[src/rtl/way_age_tracker_pkg.sv]
// rtl/way_age_tracker_pkg.sv - shared types and constants for the way age tracker
//
// Purpose: FSM state encoding and the age saturation helper used by
// way_age_tracker and way_age_row_update.
// Ports: none (package).

package way_age_tracker_pkg;

  // Sweep controller states. IDLE accepts accesses; FLUSH clears one set per cycle.
  typedef enum logic [0:0] {
    ST_IDLE  = 1'b0,
    ST_FLUSH = 1'b1
  } tracker_state_e;

  // Largest value an age counter of the given width may hold (2^width - 1).
  // Ages stick at this value instead of wrapping back to young.
  function automatic int age_sat_value(input int width);
    return (1 << width) - 1;
  endfunction

endpackage

[src/rtl/way_age_row_update.sv]
// rtl/way_age_row_update.sv - next-row age computation for one accessed set
//
// Purpose: given one set's flattened ages and the way being hit or filled,
// produce the updated row: the accessed way becomes 0, every other way ages
// by one and saturates at the maximum age.
// Ports:
//   row_in   flattened ages, way i in bits [i*W +: W]
//   way_in   accessed way index
//   row_out  updated flattened ages

module way_age_row_update
  import way_age_tracker_pkg::*;
#(
  parameter int SINGLE_WAY_WIDTH_IN_BITS = 4,
  parameter int NUM_WAY                  = 16,
  parameter int WAY_PTR_WIDTH_IN_BITS    = 4
) (
  input  logic [SINGLE_WAY_WIDTH_IN_BITS*NUM_WAY-1:0] row_in,
  input  logic [WAY_PTR_WIDTH_IN_BITS-1:0]            way_in,
  output logic [SINGLE_WAY_WIDTH_IN_BITS*NUM_WAY-1:0] row_out
);

  localparam int W = SINGLE_WAY_WIDTH_IN_BITS;
  localparam logic [W-1:0] AGE_MAX = W'(age_sat_value(W));

  for (genvar i = 0; i < NUM_WAY; i++) begin : g_way
    logic [W-1:0] age;
    assign age = row_in[i*W +: W];
    assign row_out[i*W +: W] = (way_in == WAY_PTR_WIDTH_IN_BITS'(i)) ? '0 :
                               (age == AGE_MAX)                      ? age :
                                                                       age + 1'b1;
  end

endmodule

[src/rtl/way_age_tracker.sv]
// rtl/way_age_tracker.sv - per-set per-way saturating age counters for victim selection
//
// Purpose: holds the age array, applies hit/fill refreshes, answers age
// queries one cycle later and clears everything with a one-set-per-cycle
// flush sweep.
// Ports:
//   clk_in, reset_in                 clock, synchronous active-high reset
//   access_valid_in/_set_in/_way_in  hit or fill refresh request
//   access_ready_out                 high in IDLE, access accepted when valid & ready
//   query_valid_in, query_set_in     age read request
//   way_flatted_out, way_valid_out   registered query result, valid one cycle later
//   flush_in, busy_out               start clear sweep, sweep in progress

module way_age_tracker
  import way_age_tracker_pkg::*;
#(
  parameter int SINGLE_WAY_WIDTH_IN_BITS = 4,
  parameter int NUM_WAY                  = 16,
  parameter int NUM_SET                  = 8,
  parameter int WAY_PTR_WIDTH_IN_BITS    = 4,
  parameter int SET_PTR_WIDTH_IN_BITS    = 3
) (
  input  logic                                        clk_in,
  input  logic                                        reset_in,
  input  logic                                        access_valid_in,
  input  logic [SET_PTR_WIDTH_IN_BITS-1:0]            access_set_in,
  input  logic [WAY_PTR_WIDTH_IN_BITS-1:0]            access_way_in,
  output logic                                        access_ready_out,
  input  logic                                        query_valid_in,
  input  logic [SET_PTR_WIDTH_IN_BITS-1:0]            query_set_in,
  output logic [SINGLE_WAY_WIDTH_IN_BITS*NUM_WAY-1:0] way_flatted_out,
  output logic                                        way_valid_out,
  input  logic                                        flush_in,
  output logic                                        busy_out
);

  localparam int ROW_W = SINGLE_WAY_WIDTH_IN_BITS * NUM_WAY;
  localparam logic [SET_PTR_WIDTH_IN_BITS-1:0] LAST_SET = SET_PTR_WIDTH_IN_BITS'(NUM_SET - 1);

  logic [ROW_W-1:0] age_q [NUM_SET];

  tracker_state_e                   state_q, state_d;
  logic [SET_PTR_WIDTH_IN_BITS-1:0] sweep_ptr_q;
  logic [ROW_W-1:0]                 flat_q;
  logic                             valid_q;

  logic             access_set_ok, access_way_ok, query_set_ok;
  logic             access_fire;
  logic [ROW_W-1:0] access_row_cur, access_row_next;

  // Index range checks only exist when the pointer can name a nonexistent
  // set or way; with power-of-two sizes every index is legal.
  if ((1 << SET_PTR_WIDTH_IN_BITS) > NUM_SET) begin : g_set_chk
    assign access_set_ok = (access_set_in < SET_PTR_WIDTH_IN_BITS'(NUM_SET));
    assign query_set_ok  = (query_set_in  < SET_PTR_WIDTH_IN_BITS'(NUM_SET));
  end else begin : g_set_all
    assign access_set_ok = 1'b1;
    assign query_set_ok  = 1'b1;
  end

  if ((1 << WAY_PTR_WIDTH_IN_BITS) > NUM_WAY) begin : g_way_chk
    assign access_way_ok = (access_way_in < WAY_PTR_WIDTH_IN_BITS'(NUM_WAY));
  end else begin : g_way_all
    assign access_way_ok = 1'b1;
  end

  assign access_ready_out = (state_q == ST_IDLE);
  assign busy_out         = (state_q == ST_FLUSH);
  assign way_flatted_out  = flat_q;
  assign way_valid_out    = valid_q;

  assign access_fire    = access_valid_in && access_ready_out && access_set_ok && access_way_ok;
  assign access_row_cur = access_set_ok ? age_q[access_set_in] : '0;

  way_age_row_update #(
    .SINGLE_WAY_WIDTH_IN_BITS (SINGLE_WAY_WIDTH_IN_BITS),
    .NUM_WAY                  (NUM_WAY),
    .WAY_PTR_WIDTH_IN_BITS    (WAY_PTR_WIDTH_IN_BITS)
  ) u_row_update (
    .row_in  (access_row_cur),
    .way_in  (access_way_in),
    .row_out (access_row_next)
  );

  // Flush sweep controller. flush_in only matters in IDLE; the sweep ends
  // after the cycle that clears the last set.
  always_comb begin
    state_d = state_q;
    case (state_q)
      ST_IDLE:  if (flush_in) state_d = ST_FLUSH;
      ST_FLUSH: if (sweep_ptr_q == LAST_SET) state_d = ST_IDLE;
      default:  state_d = ST_IDLE;
    endcase
  end

  always_ff @(posedge clk_in) begin
    if (reset_in) begin
      state_q     <= ST_IDLE;
      sweep_ptr_q <= '0;
      flat_q      <= '0;
      valid_q     <= 1'b0;
      for (int s = 0; s < NUM_SET; s++) begin
        age_q[s] <= '0;
      end
    end else begin
      state_q <= state_d;

      // Query reads the array before this edge's writes land, so a
      // same-cycle access to the queried set is not visible.
      valid_q <= query_valid_in;
      if (query_valid_in) begin
        flat_q <= query_set_ok ? age_q[query_set_in] : '0;
      end

      if (state_q == ST_IDLE) begin
        if (access_fire) begin
          age_q[access_set_in] <= access_row_next;
        end
        if (flush_in) begin
          sweep_ptr_q <= '0;
        end
      end else begin
        age_q[sweep_ptr_q] <= '0;
        sweep_ptr_q        <= (sweep_ptr_q == LAST_SET) ? '0 : sweep_ptr_q + 1'b1;
      end
    end
  end

endmodule

[config.mk]
export PLATFORM = sky130hd
export DESIGN_NAME = way_age_tracker
export DESIGN_NICKNAME = d
export VERILOG_FILES = /design/src/rtl/way_age_tracker_pkg.sv /design/src/rtl/way_age_row_update.sv /design/src/rtl/way_age_tracker.sv
export SDC_FILE = /design/constraint.sdc
export NUM_CORES = 1
export LEC_CHECK = 0
export CORE_ASPECT_RATIO = 0.7
export CORE_MARGIN = 8
export CORE_UTILIZATION = 40
export CTS_CLUSTER_SIZE = 40
export DETAILED_ROUTE_END_ITERATION = 10
export GPL_TIMING_DRIVEN = 0
export HOLD_SLACK_MARGIN = 0.02
export PLACE_DENSITY_LB_ADDON = 0.15
export SLEW_MARGIN = 15
export SYNTH_ARGS = -nofsm -noshare
export SYNTH_HDL_FRONTEND = slang
export SYNTH_SLANG_ARGS = --single-unit
[constraint.sdc]
create_clock -name clk_in -period 3.4 [get_ports clk_in]
set_clock_uncertainty 0.05 [all_clocks]
set_input_delay 0.51 -clock clk_in [delete_from_list [all_inputs] [get_ports clk_in]]
set_output_delay 0.51 -clock clk_in [all_outputs]
set_load 0.03 [all_outputs]
# == Word level (Yosys, flattened, before mapping) ==
# Memory sizes are Yosys's and may differ from the RTL's. A register that Yosys moved wholly into a read port is not among the register bits.
# Cells that the tools add are included.
# word_totals
register_bits,5
output_inout_bits,67
mem_count,1
ramBits,512
# classes
reduce_logical,5
n_addsub,17
n_eq_ne,32
mux,53
n_bitwise,1
# memory_table
memory,depth,word_bits,read_ports,rd_clocked_by_memory_dff,write_ports,line,rtl
age_q,8,64,2,1,8,way_age_tracker.sv:40,logic [ROW_W-1:0] age_q [NUM_SET];
# op_table
op,n
$mux 4,32
$mux 64,2
$reduce_or 64->1,2
$eq 4x4->1 const B,24
$add 4x1->4 const B,16
$eq 4x3->1 const B,4
$mux 3,5
$mux 1,13
$eq 4x2->1 const B,2
$eq 4x1->1 const B,1
$logic_not 4->1,1
$add 3x1->3 const B,1
$eq 3x3->1 const B,1
$pmux 1 s2,1
$reduce_bool 2->1,1
$logic_and 1x1->1,1
$not 1->1,1

# == Longest topological paths before layout ==
# logic_depth
word_depth,9
mapped_depth,10
depth_no_buf,7

# == Hierarchy ==
# A second synthesis with hierarchy kept.
# unflattened
cells_unflattened,2471
hier_area_um2,29975.0
# by_module_without_submodules
module,area_per_inst_um2,cells_each,instances,seq_area_each_um2
way_age_tracker,28541.1,2225,1,16756.1
way_age_row_update,1433.9,246,1,0.0

# == Worst setup path after synthesis ==
# No wires, ideal clock.
# synth_path
path_kind,input port to flip-flop
from,input access_set_in[1]
to,"memory age_q[3][0] in the netlist's numbering, enable pin"
path_slack_ns,-0.184
setup_ns,0.433
path_stages,7
t_arrival_ns,3.101
n_path_buf,3
path_cell_list,clkbuf_2 buf_4 buf_4 nor2b_1 a21o_1 nand2_1 nand2b_1
# synth_lines
item,line,rtl
from (decl),way_age_tracker.sv:26,"input logic [SET_PTR_WIDTH_IN_BITS-1:0] access_set_in,"
to (decl),way_age_tracker.sv:40,

==> flow_summary.json <==
{
  "status": "finished, violations left",
  "violations": "setup timing",
  "cp.arrival_ns": 3.69,
  "slew_viol_final": 0,
  "fin_crit_ns": 3.42,
  "drc": 0,
  "postLayoutCoreUtil_pct": 46.3,
  "grtUsageMet1_pct": 36.4,
  "nNetsFinal": 2325,
  "drt-vias-per-instance": 6.20,
  "die_area_sq_um": 84000,
  "final_hold_viol_count": 0,
  "yosys.area.top_type_share_pct": 51.4,
  "dp_cells": 3207,
  "final_antenna_net_count": 0,
  "root_buffer": "clkbuf_16",
  "wire_per_inst_um": 32.5,
  "cp.required_ns": 3.67,
  "area_growth_pct": 15.5,
  "synth-async-reset-ratio_pct": 0,
  "crit_path_end_kind": "flop",
  "met3_usage_pct": 7.02,
  "syn_avg_cell_area_sq_um": 14.0,
  "grt_max_degree": 38,
  "hpwl_um": 71500,
  "grtUsageMet2_pct": 37.0,
  "dp_slack_ns": -1.06,
  "design_area_sq_um": 34600,
  "cts.hold.buffers_added": 0,
  "drive_gt1_share_pct": 26.8,
  "portBuffers": 71,
  "worstSkewPairLatency_ns": 0.66,
  "slew_headroom_pct": 13.9,
  "cts_tree": "yes",
  "leakagePower_nw": 12.3,
  "maxCapViolCount": 0,
  "start_util_pct": 40.1,
  "ys_dominant_reg_cell": "edfxtp_1",
  "dpl_cell_area_sq_um": 32200,
  "critical-path-top-delay-family": "simple AND/OR/NAND/NOR gates",
  "grt_overflow": 0,
  "synth_edf_count": 512,
  "wirelength_um": 108000,
  "worstSetupPathType": "input port to flop",
  "drt-initial-drc-count": 3004,
  "synth_nets": 2170,
  "slowest_stage": "clkdlybuf4s50_1",
  "drtPass1Iterations": 6,
  "vias": 20700,
  "gp_congestion": 0.878,
  "antenna_found_initial": 6,
  "yosys-top-cells-area": "edfxtp_1 51%, mux4_2 18%, nor2_1 7.2%",
  "setup_ws_ns": -0.0246,
  "fmax_mhz": 292,
  "yosysTopAreaCell": "edfxtp_1",
  "setup_viol": 32,
  "post-synth-top-count-cell": "nor2_1",
  "synthDistinctLibCells": 56,
  "rows": 84,
  "worst_pin_slew_ns": 1.29,
  "grt_pass1_wl_um": 152000,
  "synth_seq_cells": 581,
  "max_stage_delay_ns": 0.61,
  "ys_seq_area_share_pct": 56.0,
  "grt_pass1_vias": 20600,
  "power_density_nw_per_um2": 537,
  "h-tree-depth": 2,
  "grt_most_used_layer": "met2",
  "rsz0062_at_grt": "no",
  "cp_cell_sequence": "clkdlybuf4s50_1, buf_2, nor2_1, mux2i_1, nor2_2, or2_4, buf_16",
  "synth_commonest_cells": "574 x nor2_1, 512 x edfxtp_1, 242 x mux4_2",
  "fp.dieH_um": 245,
  "cts_made_buffers": 60,
  "ir_drop_v": 0.000391,
  "setup.worst_path.start_class": "input port",
  "grt_use_total_pct": 25.4,
  "synthCells": 2137,
  "crit_fanout": 37,
  "coreArea_sq_um": 74600,
  "path_buf_inv": 3,
  "synthesis.area_sq_um": 29900,
  "clock_path_buffers": 3,
  "ioPinCount": 82,
  "clkTransAtPathRegs_ns": 0.06,
  "ys_warn_count": 0,
  "clock_sinks": 581,
  "hp-class": "input port to flop",
  "fin_cells": 3335,
  "fin_tns_setup_ns": -0.386,
  "period_share_pct": 101,
  "die_x_um": 343
}
==> repair_timing <==
| item | in CTS | in global routing |
|---|---|---|
| buffers inserted | 1 | 4 |
| setup endpoints to repair | 450 | 311 |
| hold endpoints to repair | 0 | 0 |
| gates resized for setup | 13 | 13 |
| cloned | 5 | 2 |
==> cell families (layout without fill, tap and decap cells) <==
kind of cell	Yosys count	count (layout)	synth area share (%)
multiplexers	429	429	25.2
AND/OR/NAND/NOR	829	836	11.7
adder cells (fa/ha/maj)	18	18	0.752
other	0	3	0
buffers and inverters	119	318	1.99
flip-flops	581	581	56.0
AO/OA/AOI/OAI	145	145	3.49
XOR/XNOR	16	16	0.869
==> per-layer routing <==
metal  share of wire (%)  up-vias  wire (um)
li1                    -     8526          -
met1                  41    10600      44900
met2                  43     1363      46100
met3                  12      223      13200
met4                 3.9        4       4240
met5               0.015        -         16
==> power breakdown <==
part           switching [W]  total (W)  internal, W
sequential          0.000211    0.00837      0.00816
clock                0.00304    0.00735      0.00431
combinational        0.00179    0.00285      0.00106
total                0.00504     0.0186       0.0135
==> worst paths after layout <==
kind / to / cells after the start / slack (ns) / start
worst max register to register: age_q[2][38]$_SDFFCE_PN0P_ / 7 / -0.01 / busy_out$_SDFF_PP0_
worst min-delay path: way_flatted_out[30]$_SDFFE_PP0P_ / 3 / 0.33 / query_valid_in
worst min register to register: way_flatted_out[63]$_SDFFE_PP0P_ / 2 / 0.43 / way_flatted_out[63]$_SDFFE_PP0P_
worst max-delay path: age_q[1][52]$_SDFFCE_PN0P_ / 7 / -0.02 / access_set_in[2]
==> cells in the final DEF (no fill, tap or decap), types with 13 or more instances in the layout <==
cell / n
clkinv_2: 13
nand3_2: 18
a211oi_1: 64
mux2i_2: 21
edfxtp_1: 512
clkbuf_16: 65
mux4_2: 242
clkbuf_1: 50
buf_4: 17
nand2_1: 148
mux2_2: 79
xnor2_2: 15
mux2i_1: 82
clkdlybuf4s50_1: 71
dfxtp_1: 69
a21oi_1: 16
nor2_1: 568
ha_1: 18
nor2_2: 19
buf_2: 28
==> final cells by class <==
class / count / area [sq um]
Multi-Input combinational cell: 1444 / 12700
Clock buffer: 75 / 1700
Timing Repair Buffer: 86 / 1020
Clock inverter: 38 / 462
Tap cell: 989 / 1240
Inverter: 3 / 11.3
Sequential cell: 581 / 16800
Fill cell: 6617 / 40100
Antenna cell: 3 / 7.51
Buffer: 116 / 623
==> worst reg2reg max path, stage by stage (launching register included) <==
cell      delay (ns)
dfxtp_1         0.52
clkbuf_1        0.48
nor4bb_1        0.49
a21oi_1         0.14
nor2_2          0.64
buf_4           0.48
nand2_1         0.27
nor2_1          0.19
==> sequential cells by signal, indices dropped and copies added (netlist names) <==
signal	count
busy_out	1
sweep_ptr_q	3
age_q	512
way_flatted_out	64
way_valid_out	1
==> stage by stage <==
step                hold slack [ns]  power (W)
CTS                           0.340     0.0186
global route                  0.380     0.0191
detailed placement            0.428     0.0113
finish                        0.327     0.0186
floorplan                     0.477     0.0103
global placement              0.421     0.0112
(Power assumes the default switching activity.)
